**src/rtl/meikyuu_pkg.sv**
```systemverilog
// rtl/meikyuu_pkg.sv - shared types, colours and wall geometry for the maze room engine
//
// Purpose: open-side bit indices, 24-bit colours {R,G,B}, the move direction
// and move FSM enums, and the wall-overlap test used by both the pixel path
// (1x1 box) and the player collision check (PSIZE x PSIZE box).
package meikyuu_pkg;

    localparam int OPEN_N = 0;
    localparam int OPEN_E = 1;
    localparam int OPEN_S = 2;
    localparam int OPEN_W = 3;

    localparam logic [23:0] COL_PLAYER = {8'd153, 8'd51, 8'd153};
    localparam logic [23:0] COL_WALL   = {8'd36, 8'd60, 8'd0};
    localparam logic [23:0] COL_FLOOR  = 24'h000000;

    typedef enum logic [2:0] {
        DIR_NONE,
        DIR_N,
        DIR_E,
        DIR_S,
        DIR_W
    } dir_e;

    typedef enum logic [1:0] {
        ST_IDLE,
        ST_CHECK,
        ST_COMMIT,
        ST_TRANSIT
    } move_state_e;

    // True when box [x0,x1]x[y0,y1] touches a corner square or a closed side band.
    function automatic logic wall_hit(input int x0, input int y0,
                                      input int x1, input int y1,
                                      input logic [3:0] mask,
                                      input int wall, input int act_w, input int act_h);
        logic in_w, in_e, in_n, in_s;
        in_w = (x0 < wall);
        in_e = (x1 >= act_w - wall);
        in_n = (y0 < wall);
        in_s = (y1 >= act_h - wall);
        return ((in_w || in_e) && (in_n || in_s))
            || (in_n && !mask[OPEN_N]) || (in_s && !mask[OPEN_S])
            || (in_w && !mask[OPEN_W]) || (in_e && !mask[OPEN_E]);
    endfunction

endpackage

```
**src/rtl/vga_timing_gen.sv**
```systemverilog
// rtl/vga_timing_gen.sv - pixel-enable tick, raster counters and raw sync for the maze display
//
// Purpose: divides CLOCK_50 into a one-cycle-in-two pixel enable and walks the
// h/v raster. Outputs are combinational from the counters; the top registers them.
// Ports:
//   CLOCK_50, reset  clock, async active-high reset
//   tick_o           pixel enable (also the 25 MHz pixel clock)
//   h_o, v_o         raster position; equals active-area x/y while active_o
//   active_o         inside the visible area
//   hs_n_o, vs_n_o   unregistered active-low syncs
//   frame_tick_o     one-cycle pulse at the first blanking line (v==V_ACT, h==0)
module vga_timing_gen #(
    parameter int H_ACT  = 640,
    parameter int H_FP   = 16,
    parameter int H_SYNC = 96,
    parameter int H_BP   = 48,
    parameter int V_ACT  = 480,
    parameter int V_FP   = 10,
    parameter int V_SYNC = 2,
    parameter int V_BP   = 33
) (
    input  logic       CLOCK_50,
    input  logic       reset,
    output logic       tick_o,
    output logic [9:0] h_o,
    output logic [9:0] v_o,
    output logic       active_o,
    output logic       hs_n_o,
    output logic       vs_n_o,
    output logic       frame_tick_o
);

    localparam int H_TOT = H_ACT + H_FP + H_SYNC + H_BP;
    localparam int V_TOT = V_ACT + V_FP + V_SYNC + V_BP;

    logic       tick_q;
    logic [9:0] h_q, h_d;
    logic [9:0] v_q, v_d;

    always_ff @(posedge CLOCK_50 or posedge reset) begin
        if (reset) begin
            tick_q <= 1'b0;
            h_q    <= '0;
            v_q    <= '0;
        end else begin
            tick_q <= ~tick_q;
            h_q    <= h_d;
            v_q    <= v_d;
        end
    end

    always_comb begin
        h_d = h_q;
        v_d = v_q;
        if (tick_q) begin
            if (h_q == 10'(H_TOT - 1)) begin
                h_d = '0;
                v_d = (v_q == 10'(V_TOT - 1)) ? '0 : v_q + 10'd1;
            end else begin
                h_d = h_q + 10'd1;
            end
        end
    end

    assign tick_o       = tick_q;
    assign h_o          = h_q;
    assign v_o          = v_q;
    assign active_o     = (h_q < 10'(H_ACT)) && (v_q < 10'(V_ACT));
    assign hs_n_o       = !((h_q >= 10'(H_ACT + H_FP)) && (h_q < 10'(H_ACT + H_FP + H_SYNC)));
    assign vs_n_o       = !((v_q >= 10'(V_ACT + V_FP)) && (v_q < 10'(V_ACT + V_FP + V_SYNC)));
    assign frame_tick_o = tick_q && (v_q == 10'(V_ACT)) && (h_q == '0);

endmodule

```
**src/rtl/maze_room_engine.sv**
```systemverilog
// rtl/maze_room_engine.sv - maze room renderer and once-per-frame player mover
//
// Purpose: holds the GRID_W x GRID_H map of open-side masks, draws the current
// room and player sprite, and moves the player with collision and room transits.
// Ports:
//   CLOCK_50, reset                 clock, async active-high reset
//   btn_up/down/left/right          asynchronous buttons, active-high
//   map_we, map_wx, map_wy, map_wdata  map tile write (bit0=N,1=E,2=S,3=W, 1=open)
//   VGA_R/G/B, VGA_HS, VGA_VS, VGA_BLANK_N, VGA_SYNC_N, VGA_CLK  video output
//   room_x, room_y                  current room
//   player_x, player_y              player top-left in active-area pixels
module maze_room_engine
    import meikyuu_pkg::*;
#(
    parameter int GRID_W = 3,
    parameter int GRID_H = 3,
    parameter int WALL   = 100,
    parameter int PSIZE  = 16,
    parameter int STEP   = 4,
    parameter int H_ACT  = 640,
    parameter int H_FP   = 16,
    parameter int H_SYNC = 96,
    parameter int H_BP   = 48,
    parameter int V_ACT  = 480,
    parameter int V_FP   = 10,
    parameter int V_SYNC = 2,
    parameter int V_BP   = 33
) (
    input  logic                      CLOCK_50,
    input  logic                      reset,
    input  logic                      btn_up,
    input  logic                      btn_down,
    input  logic                      btn_left,
    input  logic                      btn_right,
    input  logic                      map_we,
    input  logic [$clog2(GRID_W)-1:0] map_wx,
    input  logic [$clog2(GRID_H)-1:0] map_wy,
    input  logic [3:0]                map_wdata,
    output logic [7:0]                VGA_R,
    output logic [7:0]                VGA_G,
    output logic [7:0]                VGA_B,
    output logic                      VGA_HS,
    output logic                      VGA_VS,
    output logic                      VGA_BLANK_N,
    output logic                      VGA_SYNC_N,
    output logic                      VGA_CLK,
    output logic [$clog2(GRID_W)-1:0] room_x,
    output logic [$clog2(GRID_H)-1:0] room_y,
    output logic [9:0]                player_x,
    output logic [9:0]                player_y
);

    localparam int XW = $clog2(GRID_W);
    localparam int YW = $clog2(GRID_H);
    localparam logic [9:0] PX_RST = 10'((H_ACT - PSIZE) / 2);
    localparam logic [9:0] PY_RST = 10'((V_ACT - PSIZE) / 2);

    logic       tick, active, hs_n, vs_n, frame_tick;
    logic [9:0] h, v;

    vga_timing_gen #(
        .H_ACT(H_ACT), .H_FP(H_FP), .H_SYNC(H_SYNC), .H_BP(H_BP),
        .V_ACT(V_ACT), .V_FP(V_FP), .V_SYNC(V_SYNC), .V_BP(V_BP)
    ) u_timing (
        .CLOCK_50    (CLOCK_50),
        .reset       (reset),
        .tick_o      (tick),
        .h_o         (h),
        .v_o         (v),
        .active_o    (active),
        .hs_n_o      (hs_n),
        .vs_n_o      (vs_n),
        .frame_tick_o(frame_tick)
    );

    // Buttons packed as {right, left, down, up}.
    logic [3:0] btn_s1_q, btn_s2_q;

    always_ff @(posedge CLOCK_50 or posedge reset) begin
        if (reset) begin
            btn_s1_q <= '0;
            btn_s2_q <= '0;
        end else begin
            btn_s1_q <= {btn_right, btn_left, btn_down, btn_up};
            btn_s2_q <= btn_s1_q;
        end
    end

    logic [3:0] map_q [GRID_H][GRID_W];

    always_ff @(posedge CLOCK_50 or posedge reset) begin
        if (reset) begin
            for (int r = 0; r < GRID_H; r++) begin
                for (int c = 0; c < GRID_W; c++) begin
                    map_q[r][c] <= 4'hF;
                end
            end
        end else if (map_we && (int'(map_wx) < GRID_W) && (int'(map_wy) < GRID_H)) begin
            map_q[map_wy][map_wx] <= map_wdata;
        end
    end

    logic [XW-1:0] room_x_q;
    logic [YW-1:0] room_y_q;
    logic [9:0]    player_x_q, player_y_q;
    logic [3:0]    cur_mask;

    // Read live so a rewrite of the current room shows from the next pixel.
    assign cur_mask = map_q[room_y_q][room_x_q];

    // Pixel path: one registered stage shared by colour, syncs and blank.
    logic        pix_player, pix_wall;
    logic [23:0] pix_rgb;
    logic [23:0] rgb_q;
    logic        hs_q, vs_q, blank_q;

    always_comb begin
        pix_player = (int'(h) >= int'(player_x_q)) && (int'(h) < int'(player_x_q) + PSIZE)
                  && (int'(v) >= int'(player_y_q)) && (int'(v) < int'(player_y_q) + PSIZE);
        pix_wall   = wall_hit(int'(h), int'(v), int'(h), int'(v), cur_mask, WALL, H_ACT, V_ACT);
        if (!active) begin
            pix_rgb = 24'h000000;
        end else if (pix_player) begin
            pix_rgb = COL_PLAYER;
        end else if (pix_wall) begin
            pix_rgb = COL_WALL;
        end else begin
            pix_rgb = COL_FLOOR;
        end
    end

    always_ff @(posedge CLOCK_50 or posedge reset) begin
        if (reset) begin
            rgb_q   <= '0;
            hs_q    <= 1'b1;
            vs_q    <= 1'b1;
            blank_q <= 1'b0;
        end else if (tick) begin
            rgb_q   <= pix_rgb;
            hs_q    <= hs_n;
            vs_q    <= vs_n;
            blank_q <= active;
        end
    end

    // Move FSM.
    move_state_e state_q, state_d;
    dir_e        dir_q, dir_sel;
    logic [9:0]  cand_x, cand_y, cand_x_q, cand_y_q;
    logic        off_edge, side_open, nbr_ok, box_hit;
    logic        latch_dir, load_cand, do_commit, do_transit;

    always_comb begin
        if (btn_s2_q[0])      dir_sel = DIR_N;
        else if (btn_s2_q[1]) dir_sel = DIR_S;
        else if (btn_s2_q[2]) dir_sel = DIR_W;
        else if (btn_s2_q[3]) dir_sel = DIR_E;
        else                  dir_sel = DIR_NONE;
    end

    always_ff @(posedge CLOCK_50 or posedge reset) begin
        if (reset) begin
            state_q <= ST_IDLE;
        end else begin
            state_q <= state_d;
        end
    end

    always_comb begin
        cand_x    = player_x_q;
        cand_y    = player_y_q;
        off_edge  = 1'b0;
        side_open = 1'b0;
        nbr_ok    = 1'b0;
        case (dir_q)
            DIR_N: begin
                off_edge  = int'(player_y_q) < STEP;
                side_open = cur_mask[OPEN_N];
                nbr_ok    = room_y_q != '0;
                cand_y    = player_y_q - 10'(STEP);
            end
            DIR_S: begin
                off_edge  = int'(player_y_q) + PSIZE + STEP > V_ACT;
                side_open = cur_mask[OPEN_S];
                nbr_ok    = int'(room_y_q) < GRID_H - 1;
                cand_y    = player_y_q + 10'(STEP);
            end
            DIR_W: begin
                off_edge  = int'(player_x_q) < STEP;
                side_open = cur_mask[OPEN_W];
                nbr_ok    = room_x_q != '0;
                cand_x    = player_x_q - 10'(STEP);
            end
            DIR_E: begin
                off_edge  = int'(player_x_q) + PSIZE + STEP > H_ACT;
                side_open = cur_mask[OPEN_E];
                nbr_ok    = int'(room_x_q) < GRID_W - 1;
                cand_x    = player_x_q + 10'(STEP);
            end
            default: ;
        endcase
        // Only meaningful when off_edge is clear, so wrapped candidates never matter.
        box_hit = wall_hit(int'(cand_x), int'(cand_y), int'(cand_x) + PSIZE - 1,
                           int'(cand_y) + PSIZE - 1, cur_mask, WALL, H_ACT, V_ACT);

        state_d = state_q;
        case (state_q)
            ST_IDLE: begin
                if (frame_tick && (dir_sel != DIR_NONE)) state_d = ST_CHECK;
            end
            ST_CHECK: begin
                if (off_edge) state_d = (side_open && nbr_ok) ? ST_TRANSIT : ST_IDLE;
                else          state_d = box_hit ? ST_IDLE : ST_COMMIT;
            end
            default: state_d = ST_IDLE;
        endcase
    end

    always_comb begin
        latch_dir  = (state_q == ST_IDLE) && (state_d == ST_CHECK);
        load_cand  = (state_q == ST_CHECK);
        do_commit  = (state_q == ST_COMMIT);
        do_transit = (state_q == ST_TRANSIT);
    end

    always_ff @(posedge CLOCK_50 or posedge reset) begin
        if (reset) begin
            dir_q      <= DIR_NONE;
            cand_x_q   <= PX_RST;
            cand_y_q   <= PY_RST;
            player_x_q <= PX_RST;
            player_y_q <= PY_RST;
            room_x_q   <= '0;
            room_y_q   <= '0;
        end else begin
            if (latch_dir) dir_q <= dir_sel;
            if (load_cand) begin
                cand_x_q <= cand_x;
                cand_y_q <= cand_y;
            end
            if (do_commit) begin
                player_x_q <= cand_x_q;
                player_y_q <= cand_y_q;
            end
            if (do_transit) begin
                // Enter the neighbour at the edge opposite the one we left.
                case (dir_q)
                    DIR_N: begin
                        room_y_q   <= room_y_q - YW'(1);
                        player_y_q <= 10'(V_ACT - PSIZE);
                    end
                    DIR_S: begin
                        room_y_q   <= room_y_q + YW'(1);
                        player_y_q <= '0;
                    end
                    DIR_E: begin
                        room_x_q   <= room_x_q + XW'(1);
                        player_x_q <= '0;
                    end
                    DIR_W: begin
                        room_x_q   <= room_x_q - XW'(1);
                        player_x_q <= 10'(H_ACT - PSIZE);
                    end
                    default: ;
                endcase
            end
        end
    end

    assign VGA_R       = rgb_q[23:16];
    assign VGA_G       = rgb_q[15:8];
    assign VGA_B       = rgb_q[7:0];
    assign VGA_HS      = hs_q;
    assign VGA_VS      = vs_q;
    assign VGA_BLANK_N = blank_q;
    assign VGA_SYNC_N  = 1'b0;
    assign VGA_CLK     = tick;
    assign room_x      = room_x_q;
    assign room_y      = room_y_q;
    assign player_x    = player_x_q;
    assign player_y    = player_y_q;

endmodule

```
**config.mk**
```make
export PLATFORM = sky130hd
export DESIGN_NAME = maze_room_engine
export DESIGN_NICKNAME = d
export VERILOG_FILES = /design/src/rtl/meikyuu_pkg.sv /design/src/rtl/vga_timing_gen.sv /design/src/rtl/maze_room_engine.sv
export SDC_FILE = /design/constraint.sdc
export NUM_CORES = 1
export LEC_CHECK = 0
export ABC_AREA = 1
export CAP_MARGIN = 20
export CORE_ASPECT_RATIO = 0.75
export CORE_MARGIN = 1
export CORE_UTILIZATION = 40
export DETAILED_ROUTE_END_ITERATION = 10
export SLEW_MARGIN = 20
export SYNTH_ARGS = -nofsm -noshare
export SYNTH_HDL_FRONTEND = slang
export SYNTH_SLANG_ARGS = --single-unit
export TNS_END_PERCENT = 20
```
**constraint.sdc**
```tcl
create_clock -name CLOCK_50 -period 3.9 [get_ports CLOCK_50]
set_input_delay 0.585 -clock CLOCK_50 [delete_from_list [all_inputs] [get_ports CLOCK_50]]
set_output_delay 0.585 -clock CLOCK_50 [all_outputs]
set_load 0.01 [all_outputs]
```
Word level (Yosys, flattened, before mapping)
Cells that the tools add are included.
Cells by class
  $lt $le $gt $ge: 32
  div/mod/pow operators: 0
  add/subtract/negate cells: 18
  equality and inequality tests: 11
  shifts and indexed selects: 0
  bitwise operators: 5
  multiply operators: 0
  reduce and logical (&&, ||, !) cells: 53
  multiplexer cells: 38
Operators by type and width (number)
  10-bit one-hot mux with 2 select lines: 4
  11-bit by 32-bit < comparator with 1-bit output: 2
  10-bit two-way mux: 6
  24-bit two-way mux: 2
  10-bit by 5-bit adder with 11-bit output (second input constant): 4
  10-bit by 7-bit < comparator with 1-bit output (second input constant): 4
  36-bit bitwise mux: 1
  12-bit two-way mux: 3
  1-bit logical AND: 25
  11-bit by 3-bit adder with 12-bit output (second input constant): 2
  12-bit binary-select mux with 2-bit select: 1
  12-bit demux with 2-bit select: 1
  11-bit by 1-bit subtractor with 12-bit output (second input constant): 2
  22-bit two-way mux: 1
  10-bit by 1-bit adder with 10-bit output (second input constant): 2
  10-bit by 3-bit adder with 10-bit output (second input constant): 2
  10-bit == test (second input constant): 2
  10-bit greater-or-equal comparator: 2
  10-bit greater-or-equal comparator (second input constant): 2
  10-bit by 9-bit greater-or-equal comparator with 1-bit output (second input constant): 2
  10-bit < comparator (second input constant): 2
  10-bit by 3-bit < comparator with 1-bit output (second input constant): 2
  10-bit by 9-bit < comparator with 1-bit output (second input constant): 2
  10-bit by 3-bit subtractor with 10-bit output (second input constant): 2
  31 further kinds: 79
Storage, ports and cells
  bits of input ports: 15
  bits in read-only memories: 0
  memory bits (writable): 0
  flip-flop bits (word level): 141
  memories kept: 0
  bits in latches: 0
  logic and storage cells: 183

Longest topological paths before layout
  depth in word-level cells: 18
  depth in mapped cells: 19

Hierarchy
A second synthesis with hierarchy kept.
Second synthesis, totals
  cell total of the unflattened synthesis: 1153
  area, all modules: 8289.2 µm²
By module, submodules not included
  maze_room_engine: area each 6981.7 µm², cells each 984, seq. area each 2544.9 µm², times used 1
  vga_timing_gen: area each 1307.5 µm², cells each 169, seq. area each 525.5 µm², times used 1

Worst setup path before layout
No wires, ideal clock.
  path kind: reg-to-reg
  start point: register player_x_q[4] (netlist: player_x[4])
  end point: register rgb_q[21]
  setup slack: 1722 ps
  data arrival time: 2061 ps
  buffers on the path: 0
  period minus slack after synthesis: 2178 ps
  stages on the path, launching flop included: 13
  path through: dfstp_2 inv_1 ha_1 inv_1 ha_1 a21oi_1 o21ai_0 nor2_1 o21ai_0 a21oi_1 nand3_1 nand3_1 nand2_1
Between the ends
  longest elaborated chain between the ends: 7
  elaborated cells on any way between the ends: 8
  those cells by class: add/sub (1); order compare (2); mux (2); reduce/logical (3)
Ends and longest elaborated chain
  start: declaration: RTL line maze_room_engine.sv:105  | logic [9:0] player_x_q, player_y_q;
  start signal: assignment: RTL line maze_room_engine.sv:242  | player_x_q <= cand_x_q;
  start signal: assignment: RTL line maze_room_engine.sv:262  | player_x_q <= 10'(H_ACT - PSIZE);
  10-bit by 5-bit adder with 11-bit output: RTL line maze_room_engine.sv:118  | pix_player = (int'(h) >= int'(player_x_q)) && (int'(h) < int'(player_x_q) + PSIZE)
  11-bit by 32-bit < comparator with 1-bit output: RTL line maze_room_engine.sv:118
  1-bit logical AND *: RTL line maze_room_engine.sv:118
  1-bit logical AND * (2 in a row): RTL line maze_room_engine.sv:119  | && (int'(v) >= int'(player_y_q)) && (int'(v) < int'(player_y_q) + PSIZE);
  24-bit two-way mux *: RTL line maze_room_engine.sv:123  | end else if (pix_player) begin
  24-bit two-way mux *: RTL line maze_room_engine.sv:121  | if (!active) begin
  end signal: assignment: RTL line maze_room_engine.sv:139  | rgb_q <= pix_rgb;
  end: declaration: RTL line maze_room_engine.sv:114  | logic [23:0] rgb_q;
Every way passes the cells marked *; elsewhere a longest branch is shown, timed or not.
A chain may end at the register's enable or synchronous reset.

Worst setup path after layout
  start point: register room_y_q[1] (netlist: room_y[1])
  end point: output port room_y[1]
RTL lines
  start: declaration: RTL line maze_room_engine.sv:104  | logic [YW-1:0] room_y_q;
  start signal: assignment: RTL line maze_room_engine.sv:249  | room_y_q <= room_y_q - YW'(1);
  start signal: assignment: RTL line maze_room_engine.sv:253  | room_y_q <= room_y_q + YW'(1);
  end: declaration: RTL line maze_room_engine.sv:48  | output logic [$clog2(GRID_H)-1:0] room_y,
No word-level cell between the ends.

==> results.toml <==
[sta]
max_slew_margin_pct = 46.90
setup_tns_ns = 0
min_period_over_period_pct = 63.37
max_freq_mhz = 404.6
setup_violations = 0
finalCriticalPeriod_ns = 2.471
slew_violations = 0
worstMarginPinSlew_ns = 0.7905
fin_skew_ns = 0.008462
hold_violations = 0
rsz0062_at_grt = "no"
worst_slack_ns = 1.429

[layout]
mostFrequentLayoutCell = "nand2_1"
final_net_count = 1165
syn2layout_area_growth_pct = 16.23
fin_cells = 1367
final_util_pct = 47.35
n_fill_cell = 1898
diodes = 0
final_cell_mix = "nand2_1 (264), inv_1 (128), o21ai_0 (113), nor2_1 (87), dfrtp_1 (66)"
layout-drive-gt1-share_pct = 10.68

[worst_setup_path]
crit_slowest_cell = "dfrtp_1"
cp-end-kind = "output port"
critPathMaxStageDelay_ns = 0.79
crit_family = "flip-flops"
critPathArrivalTime_ns = 1.89
crit_fanout = 21
crit_required_ns = 3.31
path_cells = "clkdlybuf4s50_1"
critical_path_class = "register to output port"
critical_path_buf_inv_count = 1
cp-start-kind = "register"

[power_and_ir_drop]
p_leak_nw = 4.283
vdd_drop_max_mv = 0.2104
p_per_area_nw_per_um2 = 348.5
power_mw = 3.189

[grt]
antenna_found_initial = 0
grt_usage_pct = 22.20
grt_pass1_wl_mm = 34.11
gr-total-overflow = 0
grt_pass1_vias = 6357
grt_max_degree = 60

[synthesis]
syn-cell-area_sq_um = 7871
synth_edf_count = 0
synth-seq-area-share_pct = 39.01
syn_inst = 1055
synthDistinctLibCells = 52
synth_seq_cells = 120
avgSynthCellArea_sq_um = 7.461
synthFlopType = "dfrtp_1"
async_flop_share_pct = 100.0
yosysWarnings = 0

[routing]
first_pass_iters = 8
wl_per_cell_um = 15.23
drt_iter0_drc = 658
vias = 7026
via_per_inst = 5.140
wirelength_mm = 20.82
ant_nets = 0
drc_errors = 0

[clock_network]
cts_buffers = 17
clkSinkCount = 120
cts.repair.resized = 0
htree_levels = 4
post-cts-setup-buffers = 0
cts_buffer_depth = 2
cts_root_buffer = "clkbuf_16"
worstSkewPairLatency_ns = 0.43
ctsHoldBuffers = 0
cts_tree = "yes"
cts.clk_slew.worst_paths_ns = 0.06

[placed_design]
portBuffers = 58
placed_cells = 1335
dpl_worst_slack_ns = 1.463
dpl.hpwl_mm = 15.61
place_congestion = 0.8812

[run_status]
status = "finished, final reports clean"

[floorplan]
row_count = 44
start_util_pct = 40.73
fp.coreArea_sq_um = 19320
die_h_um = 123.5
die_area_sq_um = 20250
die_x_um = 164.0
ios = 68

[hold_path]
min_path_type = "register to register"

[job]
cap_viol_max_count = 0
-- sequential cells by signal (all words and copies together), names as in the netlist, 4 cells and up --
| signal | flops |
|---|---|
| player_y | 10 |
| player_x | 10 |
| u_timing.v_o | 10 |
| u_timing.h_o | 10 |
| cand_x_q | 10 |
| btn_s1_q | 4 |
| map_q | 36 |
| btn_s2_q | 4 |
| cand_y_q | 10 |
-- worst paths after layout --
path	start	to	slack, ns	cells after the start
max	room_y[1]	room_y[1]	1.43	1
min	btn_s1_q[2]	btn_s2_q[2]	0.35	0
max reg2reg	player_x[4]	rgb_q[21]	1.45	12
min reg2reg	btn_s1_q[2]	btn_s2_q[2]	0.35	0
max in group asynchronous	reset	player_y[6]	2.44	3
min in group asynchronous	reset	dir_q[2]	0.66	2
-- where the power goes --
part / switching (mW) / internal, mW
Sequential: 0.0385 / 1.39
Combinational: 0.121 / 0.0665
Clock: 0.672 / 0.902
-- synth_stat cells (3+ instances only) --
| cell type | number | area, sq um |
|---|---|---|
| dfstp_2 | 54 | 1419 |
| nand4_1 | 19 | 118.9 |
| o22ai_1 | 9 | 56.30 |
| nor4_1 | 5 | 31.28 |
| inv_2 | 5 | 18.77 |
| clkbuf_1 | 11 | 41.29 |
| nor2_1 | 87 | 326.6 |
| nor3_1 | 22 | 110.1 |
| o311ai_0 | 3 | 26.28 |
| dfrtp_1 | 66 | 1652 |
| a31oi_1 | 7 | 43.79 |
| o21bai_1 | 3 | 22.52 |
| nand2_2 | 6 | 37.54 |
| xor2_1 | 18 | 157.7 |
| nand3_1 | 62 | 310.3 |
| o21a_1 | 4 | 30.03 |
| ha_1 | 49 | 613.1 |
| inv_1 | 129 | 484.2 |
| o21ai_0 | 113 | 565.5 |
| clkinv_1 | 3 | 11.26 |
| nand2_4 | 3 | 33.78 |
| a21oi_1 | 41 | 205.2 |
| o31ai_1 | 3 | 22.52 |
| o211ai_1 | 3 | 22.52 |
| nor2_2 | 4 | 25.02 |
| buf_4 | 26 | 195.2 |
| buf_2 | 4 | 20.02 |
| nand2_1 | 264 | 991.0 |
-- cell families (layout without fill, tap and decap cells) --
| kind of cell | Yosys count | count (layout) | share of synthesized area, % |
|---|---|---|---|
| other | 1 | 9 | 0.04764 |
| flip-flops | 120 | 120 | 39.01 |
| XOR/XNOR | 20 | 20 | 2.225 |
| AND/OR/NAND/NOR | 484 | 484 | 26.70 |
| adder cells (fa/ha/maj) | 49 | 49 | 7.789 |
| AO/OA/AOI/OAI | 200 | 200 | 14.04 |
| buffers and inverters | 181 | 232 | 10.19 |
-- cell type report --
| class | count | area (sq um) | area share, % |
|---|---|---|---|
| sequential | 120 | 3070 | 33.56 |
| clock inverter | 15 | 158.9 | 1.737 |
| inverter | 138 | 525.5 | 5.744 |
| timing repair buffer | 62 | 623.1 | 6.811 |
| clock buffer | 17 | 425.4 | 4.650 |
| tap | 253 | 316.6 | 3.460 |
| multi-input combinational | 762 | 4029 | 44.04 |
-- routing by layer --
metal  global-route usage [%]  wire (um)  share of wire [%]  up-vias
li1                         -          -                  -     3543
met1                    34.49      11130                 53     3271
met2                    30.72       8393                 40      189
met3                    3.791       1071                5.1       23
met4                    6.887        227                1.1        0
met5                        0          0                  0        -
-- stage by stage --
step	cell area, sq um	hold WS [ns]
after CTS	9149	0.3545
after floorplan	7901	0.3312
final	9149	0.3498
after global placement	8564	0.3371
after detailed placement	8564	0.3402
after global routing	9149	0.3573
Power figures use the tool's default switching activity.
